## src/rtl/car_parking_ctrl_if.sv

```systemverilog
// Signal bundle between a parking-lot controller and its sensors/keypad/indicators.
// The master drives the sensor and keypad inputs; the controller is the slave.
interface car_parking_ctrl_if;
  logic       entry_sensor;
  logic       exit_sensor;
  logic [1:0] pass1;
  logic [1:0] pass2;
  logic       gate_open;
  logic       green;
  logic       red;
  logic [3:0] count;
  logic       full;

  modport master (
    output entry_sensor, exit_sensor, pass1, pass2,
    input  gate_open, green, red, count, full
  );

  modport slave (
    input  entry_sensor, exit_sensor, pass1, pass2,
    output gate_open, green, red, count, full
  );
endinterface

```

## src/rtl/car_parking_ctrl.sv

```systemverilog
// Car park barrier controller: admits cars on a two-digit code, lets cars out
// freely, and tracks occupancy up to CAPACITY. All outputs are registered.
module car_parking_ctrl #(
  parameter int         CAPACITY    = 8,
  parameter int         WAIT_CYCLES = 4,
  parameter logic [1:0] PASS1       = 2'b01,
  parameter logic [1:0] PASS2       = 2'b10
) (
  input  logic                clk,
  input  logic                rst,
  car_parking_ctrl_if.slave   bus
);

  typedef enum logic [2:0] {
    IDLE       = 3'd0,
    WAIT_PASS  = 3'd1,
    RIGHT_PASS = 3'd2,
    WRONG_PASS = 3'd3,
    EXIT_PASS  = 3'd4
  } state_t;

  localparam logic [3:0] CAP_V      = 4'(CAPACITY);
  localparam logic [3:0] WAIT_LAST  = 4'(WAIT_CYCLES - 1);

  state_t     state_q, state_d;
  logic [3:0] count_q, count_d;
  logic [3:0] wait_cnt_q, wait_cnt_d;
  logic       full_q, full_d;
  logic       gate_open_q, gate_open_d;
  logic       green_q, green_d;
  logic       red_q, red_d;
  logic       code_ok;

  assign code_ok = (bus.pass1 == PASS1) && (bus.pass2 == PASS2);

  always_ff @(posedge clk or posedge rst) begin
    if (rst) begin
      state_q     <= IDLE;
      count_q     <= 4'd0;
      wait_cnt_q  <= 4'd0;
      full_q      <= 1'b0;
      gate_open_q <= 1'b0;
      green_q     <= 1'b0;
      red_q       <= 1'b0;
    end else begin
      state_q     <= state_d;
      count_q     <= count_d;
      wait_cnt_q  <= wait_cnt_d;
      full_q      <= full_d;
      gate_open_q <= gate_open_d;
      green_q     <= green_d;
      red_q       <= red_d;
    end
  end

  // Next state plus the occupancy and wait counters that move with it.
  always_comb begin
    state_d    = state_q;
    count_d    = count_q;
    wait_cnt_d = 4'd0;
    unique case (state_q)
      IDLE: begin
        if (bus.exit_sensor && (count_q != 4'd0)) begin
          state_d = EXIT_PASS;
        end else if (bus.entry_sensor && !full_q) begin
          state_d = WAIT_PASS;
        end
      end
      WAIT_PASS: begin
        if (!bus.entry_sensor) begin
          state_d = IDLE;
        end else if (wait_cnt_q == WAIT_LAST) begin
          state_d = code_ok ? RIGHT_PASS : WRONG_PASS;
        end else begin
          wait_cnt_d = wait_cnt_q + 4'd1;
        end
      end
      WRONG_PASS: begin
        if (code_ok) begin
          state_d = RIGHT_PASS;
        end else if (!bus.entry_sensor) begin
          state_d = IDLE;
        end
      end
      RIGHT_PASS: begin
        if (!bus.entry_sensor) begin
          state_d = IDLE;
          if (count_q < CAP_V) begin
            count_d = count_q + 4'd1;
          end
        end
      end
      EXIT_PASS: begin
        if (!bus.exit_sensor) begin
          state_d = IDLE;
          if (count_q != 4'd0) begin
            count_d = count_q - 4'd1;
          end
        end
      end
      default: state_d = IDLE;
    endcase
  end

  // Outputs are precomputed from the next state so they flip with the state flop.
  always_comb begin
    full_d      = (count_d == CAP_V);
    gate_open_d = (state_d == RIGHT_PASS) || (state_d == EXIT_PASS);
    green_d     = gate_open_d;
    red_d       = (state_d == WRONG_PASS) ||
                  ((state_d == IDLE) && full_d && bus.entry_sensor);
  end

  assign bus.gate_open = gate_open_q;
  assign bus.green     = green_q;
  assign bus.red       = red_q;
  assign bus.count     = count_q;
  assign bus.full      = full_q;

endmodule

```

## src/flat_wrapper.sv

```systemverilog
// flat-port wrapper written by rule: the top's interface ports become plain ports
module car_parking_ctrl_flat 
#(
  parameter int         CAPACITY    = 8,
  parameter int         WAIT_CYCLES = 4,
  parameter logic [1:0] PASS1       = 2'b01,
  parameter logic [1:0] PASS2       = 2'b10
)
  (clk, rst, bus_entry_sensor, bus_exit_sensor, bus_pass1, bus_pass2, bus_gate_open, bus_green, bus_red, bus_count, bus_full);
  car_parking_ctrl_if bus_i ();
  input  logic clk;
  input  logic rst;
  input wire logic [$bits(bus_i.entry_sensor)-1:0] bus_entry_sensor;
  input wire logic [$bits(bus_i.exit_sensor)-1:0] bus_exit_sensor;
  input wire logic [$bits(bus_i.pass1)-1:0] bus_pass1;
  input wire logic [$bits(bus_i.pass2)-1:0] bus_pass2;
  output wire logic [$bits(bus_i.gate_open)-1:0] bus_gate_open;
  output wire logic [$bits(bus_i.green)-1:0] bus_green;
  output wire logic [$bits(bus_i.red)-1:0] bus_red;
  output wire logic [$bits(bus_i.count)-1:0] bus_count;
  output wire logic [$bits(bus_i.full)-1:0] bus_full;
  assign bus_i.entry_sensor = bus_entry_sensor;
  assign bus_i.exit_sensor = bus_exit_sensor;
  assign bus_i.pass1 = bus_pass1;
  assign bus_i.pass2 = bus_pass2;
  assign bus_gate_open = bus_i.gate_open;
  assign bus_green = bus_i.green;
  assign bus_red = bus_i.red;
  assign bus_count = bus_i.count;
  assign bus_full = bus_i.full;
  car_parking_ctrl #(.CAPACITY(CAPACITY), .WAIT_CYCLES(WAIT_CYCLES), .PASS1(PASS1), .PASS2(PASS2)) u_core (.clk(clk), .rst(rst), .bus(bus_i));
endmodule
```

## config.mk

```make
export PLATFORM = sky130hd
export DESIGN_NAME = car_parking_ctrl_flat
export DESIGN_NICKNAME = d
export VERILOG_FILES = /design/src/rtl/car_parking_ctrl_if.sv /design/src/rtl/car_parking_ctrl.sv /design/src/flat_wrapper.sv
export SDC_FILE = /design/constraint.sdc
export NUM_CORES = 1
export LEC_CHECK = 0
export ABC_AREA = 0
export BUFFER_PORTS_ARGS = -buffer_cell sky130_fd_sc_hd__buf_2
export CELL_PAD_IN_SITES_DETAIL_PLACEMENT = 1
export CELL_PAD_IN_SITES_GLOBAL_PLACEMENT = 1
export CORE_MARGIN = 2
export CORE_UTILIZATION = 42
export CTS_CLUSTER_DIAMETER = 40
export DETAILED_ROUTE_END_ITERATION = 8
export PLACE_DENSITY_LB_ADDON = 0.08
export SLEW_MARGIN = 40
export SYNTH_ARGS = -nofsm -noshare
export SYNTH_HDL_FRONTEND = slang
export SYNTH_SLANG_ARGS = --single-unit
```

## constraint.sdc

```tcl
create_clock -name clk -period 5.7 [get_ports clk]
set_input_delay 0.57 -clock clk [delete_from_list [all_inputs] [get_ports clk]]
set_output_delay 0.57 -clock clk [all_outputs]
set_load 0.03 [all_outputs]
```

==> results of run 1 <==
-- cell usage after synthesis --
cell        n
a2111oi_0   1
a211oi_1    2
a21oi_1     3
a22o_1      1
a31oi_1     2
and2_1      3
buf_2       1
buf_4       1
buf_6       1
dfrtp_1    14
ha_1        3
inv_1       6
nand2_1     5
nand2b_1    2
nand3_1     3
nand3b_1    1
nor2_1      6
nor2b_1     1
nor3_1      1
nor3_2      1
nor3b_1     2
nor4_1      1
nor4_2      1
nor4b_1     1
nor4bb_1    3
o21ai_0     5
or3b_1      1
or4_4       1
or4b_4      1
xnor2_1     3
xor2_1      1
-- cells by family (layout without fill, tap and decap cells) --
group | count (synthesis) | in the layout | synth area share
fa+ha+maj | 3 | 3 | 0.04831
buf+inv | 9 | 25 | 0.05958
xor+xnor | 4 | 4 | 0.04510
compound gates | 14 | 14 | 0.1095
simple gates | 34 | 34 | 0.2866
flops | 14 | 14 | 0.4509
-- placed cells by master (no fill, tap or decap) --
master	synthesis	layout
nor4bb_1	3	3
and2_1	3	3
nor4b_1	1	1
nand2_1	5	5
xnor2_1	3	3
o21ai_0	5	5
dfrtp_1	14	14
clkbuf_8	0	1
inv_1	6	6
or4_4	1	1
ha_1	3	3
a21oi_1	3	3
nor3_1	1	1
a2111oi_0	1	1
a22o_1	1	1
nor3_2	1	1
nor4_2	1	1
a211oi_1	2	2
nor4_1	1	1
nor2_1	6	6
or4b_4	1	1
nand2b_1	2	2
nor3b_1	2	2
a31oi_1	2	2
nand3_1	3	3
buf_2	1	15
nor2b_1	1	1
xor2_1	1	1
clkbuf_4	0	3
nand3b_1	1	1
or3b_1	1	1
-- flip-flops by register name (all words and copies together), names as in the netlist --
name and cells:
u_core.bus.gate_open 1, u_core.state_q 3, u_core.bus.full 1, u_core.wait_cnt_q 4
u_core.bus.count 4, u_core.bus.red 1
-- through the flow --
stage	hold slack (ns)	instance area, um2
after global placement	0.4447	859.6
after global routing	0.3585	895.9
after detailed placement	0.4680	859.6
after CTS	0.3295	895.9
after floorplan	0.4305	777.0
final	0.3066	895.9
-- worst max-delay path, stage by stage (launching register included) --
cell and delay (ns):
dfrtp_1 0.46, inv_1 0.10, ha_1 0.18, nor3b_1 0.56, nor2_1 0.16, a211oi_1 0.25
a31oi_1 0.09, nor4_2 0.32, a22o_1 0.17
-- final cells by class --
class                      instances  area (um2)  area share
timing repair buffer              15       75.07     0.08380
sequential                        14       350.3      0.3911
clock buffer                       4       36.28     0.04050
tap                               25       31.28     0.03492
inverter                           6       22.52     0.02514
multi-input combinational         55       380.4      0.4246
-- power by group --
part,internal (W),switching (W)
sequential,0.000118,0.0000333
clock,0.0000389,0.0000328
combinational,0.0000446,0.0000834
total,0.000201,0.000149
-- per-layer routing --
| metal | wire, um | part of all wire | global-route usage | up-vias |
|---|---|---|---|---|
| li1 | - | - | - | 309 |
| met1 | 804 | 0.47 | 0.2458 | 317 |
| met2 | 792 | 0.46 | 0.3205 | 18 |
| met3 | 68 | 0.040 | 0.03846 | 6 |
| met4 | 46 | 0.027 | 0.08333 | 0 |
| met5 | 0 | 0 | 0 | - |
-- worst max-delay path by stage --
stage,from,to,slack (ns),cells after the start
floorplan,bus_exit_sensor,u_core.bus.red,3.45,5
global placement,bus_exit_sensor,u_core.bus.red,3.30,6
detailed placement,bus_exit_sensor,u_core.bus.red,3.21,6
CTS,u_core.bus.count[0],u_core.bus.red,3.37,8
global route,u_core.bus.count[0],u_core.bus.red,3.19,8
finish,u_core.bus.count[0],u_core.bus.red,3.35,8
==> flow_summary.yaml, run 1 <==
layout:
  finish.utilization: 0.5188
  finalNonFillerCells: 119
  syn2layout_area_growth_pct: 15.30
  final_nets: 106
  antenna_cells: 0
  drive_gt1_frac: 0.2447
  fillers: 208
cts:
  cts_setup_buffers: 0
  clk_pin_slew_ns: 0.09
  cts_root_buf: "clkbuf_4"
  cts.sinks: 14
  cts_buffer_depth: 2
  cts_made_buffers: 3
  htree_levels: 1
  hold_buffers: 0
  worst_skew_pair.late_latency_ns: 0.28
  cts_tree: "yes"
  cts_resized: 0
timing:
  hold_viol: 0
  fmax_ghz: 0.4264
  finalSetupTns_ns: 0
  period_share: 0.4115
  slew_violations: 0
  skew_ns: 0.008780
  slew_headroom: 0.4804
  max_slew.worst_pin.slew_ns: 0.7598
  fin_ws_ns: 3.355
  final.min_clock_period_ns: 2.345
  setup_viol: 0
  rsz0062_at_grt: "false"
critical_path:
  start_kind: "flip-flop"
  worstSetupEndpointType: "flip-flop"
  cp_data_arrival_time_ns: 2.57
  timing.rr.start: "u_core.bus.count[0]"
  regToRegSetupSlack_ns: 3.35
  reg2reg_to: "u_core.bus.red"
  path_max_fanout: 5
  rr_worst_depth: 8
  required_ns: 5.93
  worstSetupPathType: "flip-flop to flip-flop"
routing:
  drc: 0
  num_vias: 650
  via_per_inst: 5.462
  final_antenna_net_count: 0
  drt_first_pass_iters: 4
  wire_per_inst_um: 14.39
  first_iter_violations: 20
  drt_wl_total_um: 1712
placement:
  gp_congestion: 0.7840
  dpl_worst_slack_ns: 3.211
  dp.cells: 115
  portBuffers: 15
  dp_hpwl_um: 1329
logic_synthesis:
  synth_top_area_frac: 0.4509
  synthesis.area_um2: 777.0
  yosys_warnings: 0
  yosysTopAreaCell: "dfrtp_1"
  avgSynthCellArea_um2: 9.961
  synth_cells: 78
  synthesis.nets: 89
  synth_area_leaders: "dfrtp_1 45%, ha_1 4.8%, nor4bb_1 3.9%"
  ys_types: 31
  synth_seq_cells: 14
  ys_seq_area_frac: 0.4509
grt:
  grt_pass1_vias: 626
  grt_first_pass_wirelength_um: 2925
  grt_max_degree: 15
  grt_usage: 0.1938
  antenna_found_initial: 0
  overflow: 0
floorplan:
  die_y_um: 47.01
  coreArea_um2: 1727
  dieWidth_um: 47.01
  start_util: 0.4500
  io_pins: 16
  dieArea_um2: 2210
  row_count: 15
hold_path:
  min_path_type: "input pin to asynchronous set/reset pin"
pwr:
  p_leak_nw: 0.4120
  power.density_nw_per_um2: 391.2
  power_w: 0.0003505
  ir_drop_uv: 211.4
run_status:
  status: "completed"
run:
  cap_violations: 0
Note: power is estimated with default switching activity, not from simulation.
==> run 2: changes to the inputs <==
CORE_UTILIZATION = 39   (was 42)
clock period = 2.4 ns   (was 5.7 ns; I/O delays follow)
==> run 2 against run 1 <==
Via count decreased by 2.5%. Clock-buffer cell count unchanged. First-iteration DRC count shrank 90%. Clock power is 120% higher. Sequential share of layout area decreased by 2.3 points. Cell count grew 6.7%. Critical endpoint unchanged.
==> flow_summary.yaml, run 2 (same netlist as run 1, synthesis figures left out) <==
cts:
  worst_skew_pair.late_latency_ns: 0.27
  htree_levels: 1
  clk_pin_slew_ns: 0.08
  cts_tree: "yes"
  cts_made_buffers: 3
  cts_root_buf: "clkbuf_4"
  cts_buffer_depth: 2
  cts.sinks: 14
routing:
  first_iter_violations: 2
  final_antenna_net_count: 0
  via_per_inst: 4.992
  drt_wl_total_um: 1641
  top_layer: "met3"
  drt_first_pass_iters: 4
  drc: 0
  wl_met1_um: 815
  wl_met3_um: 57
  wl_met2_um: 768
  num_vias: 634
  wire_per_inst_um: 12.92
timing:
  hold_viol: 0
  holdWs_ns: 0.3048
  rsz0062_at_grt: "false"
  setup_viol: 0
  period_share: 0.9076
  slew_violations: 0
  max_slew.worst_pin.slew_ns: 0.5319
  finalSetupTns_ns: 0
  final.min_clock_period_ns: 2.178
  fmax_ghz: 0.4591
  slew_headroom: 0.6406
  fin_ws_ns: 0.2218
  skew_ns: 0.001154
floorplan:
  dieArea_um2: 2365
  dieWidth_um: 48.64
  start_util: 0.4043
  die_y_um: 48.64
  row_count: 16
  io_pins: 16
  coreArea_um2: 1922
grt:
  grt_first_pass_wirelength_um: 2953
  overflow: 0
  grt_usage: 0.1615
  grt_max_degree: 15
  grt_pass1_vias: 630
  antenna_found_initial: 0
layout:
  fillers: 231
  syn2layout_area_growth_pct: 22.38
  drive_gt1_frac: 0.2900
  multi_input_area_um2: 385.4
  final_common_cell: "buf_2"
  final_nets: 112
  ff_latch_area_um2: 350.3
  final_area_um2: 950.9
  antenna_cells: 0
  layout_common_cells: "15 x buf_2, 14 x dfrtp_1, 6 x inv_1, 6 x nor2_1"
critical_path:
  worstSetupPathType: "flip-flop to flip-flop"
  rr_worst_depth: 6
  cp_slowest_stage_delay_ns: 0.53
  worstPathCellList: "or4b_4 -> or4_4 -> nor3_2 -> a211oi_2 -> nor4_2 -> a22o_1"
  path_max_fanout: 7
  worstSetupEndpointType: "flip-flop"
  required_ns: 2.61
  regToRegSetupSlack_ns: 0.22
  cp_data_arrival_time_ns: 2.39
  start_kind: "flip-flop"
  slowest_stage: "or4b_4"
run_status:
  status: "completed"
placement:
  dpl_worst_slack_ns: 0.1399
  gp_congestion: 0.8105
  portBuffers: 15
  dp_hpwl_um: 1335
  place_area_um2: 899.6
pwr:
  power.density_nw_per_um2: 889.5
  ir_drop_uv: 480.8
  p_leak_nw: 0.4435
  power_w: 0.0008459
hold_path:
  hold_depth: 2
  min_path_type: "input pin to flip-flop"
run:
  cap_violations: 0
run 2: cell count changes in the layout (fill, tap and decap cells not counted), sizes merged:
cell	delta
buf	+5
dlygate4sd3	+1
run 2: power breakdown:
group	internal (W)	switching (W)	total, W
combinational	0.000128	0.000219	0.000347
sequential	0.000279	0.0000599	0.000339
clock	0.0000921	0.0000678	0.000160
run 2: path summary, 6_finish.rpt:
path,from,end
hold / removal,bus_entry_sensor,u_core.state_q[0]
min in group asynchronous,rst,u_core.wait_cnt_q[0]
setup / recovery,u_core.state_q[2],u_core.bus.red
hold reg to reg,u_core.wait_cnt_q[0],u_core.wait_cnt_q[0]
setup reg to reg,u_core.state_q[2],u_core.bus.red
max in group asynchronous,rst,u_core.bus.red
run 2: layer usage:
| metal | GRT usage | vias to the layer above |
|---|---|---|
| met1 | 0.2286 | 305 |
| met5 | 0 | - |
| met2 | 0.2466 | 11 |
| li1 | - | 318 |
| met3 | 0.04012 | 0 |
| met4 | 0.04286 | 0 |
run 2: layout make-up:
cell class / count / share of cell area
well taps: 27 / 0.03553
multi-input cells: 55 / 0.4053
inverters: 6 / 0.02368
flip-flops and latches: 14 / 0.3684
repair buffers: 21 / 0.1289
clock buffers: 4 / 0.03816
run 2: worst max-delay path, delay by kind of cell, from the launching register on:
family           cells  cell delay (ns)
AO/OA/AOI/OAI        2             0.25
flip-flops           1             0.44
AND/OR/NAND/NOR      4             1.42
run 2: stage by stage:
stage	std cells	utilization
finish	127	0.4948
floorplan	78	-
global route	127	0.4948
global placement	122	0.4681
CTS	127	0.4922
detailed placement	122	0.4681
run 2: what timing repair did:
action,CTS,global route
hold buffers,1,0
resized for setup,0,1
hold endpoints to repair,14,0
endpoints found under the setup margin,0,1
setup buffers,0,0
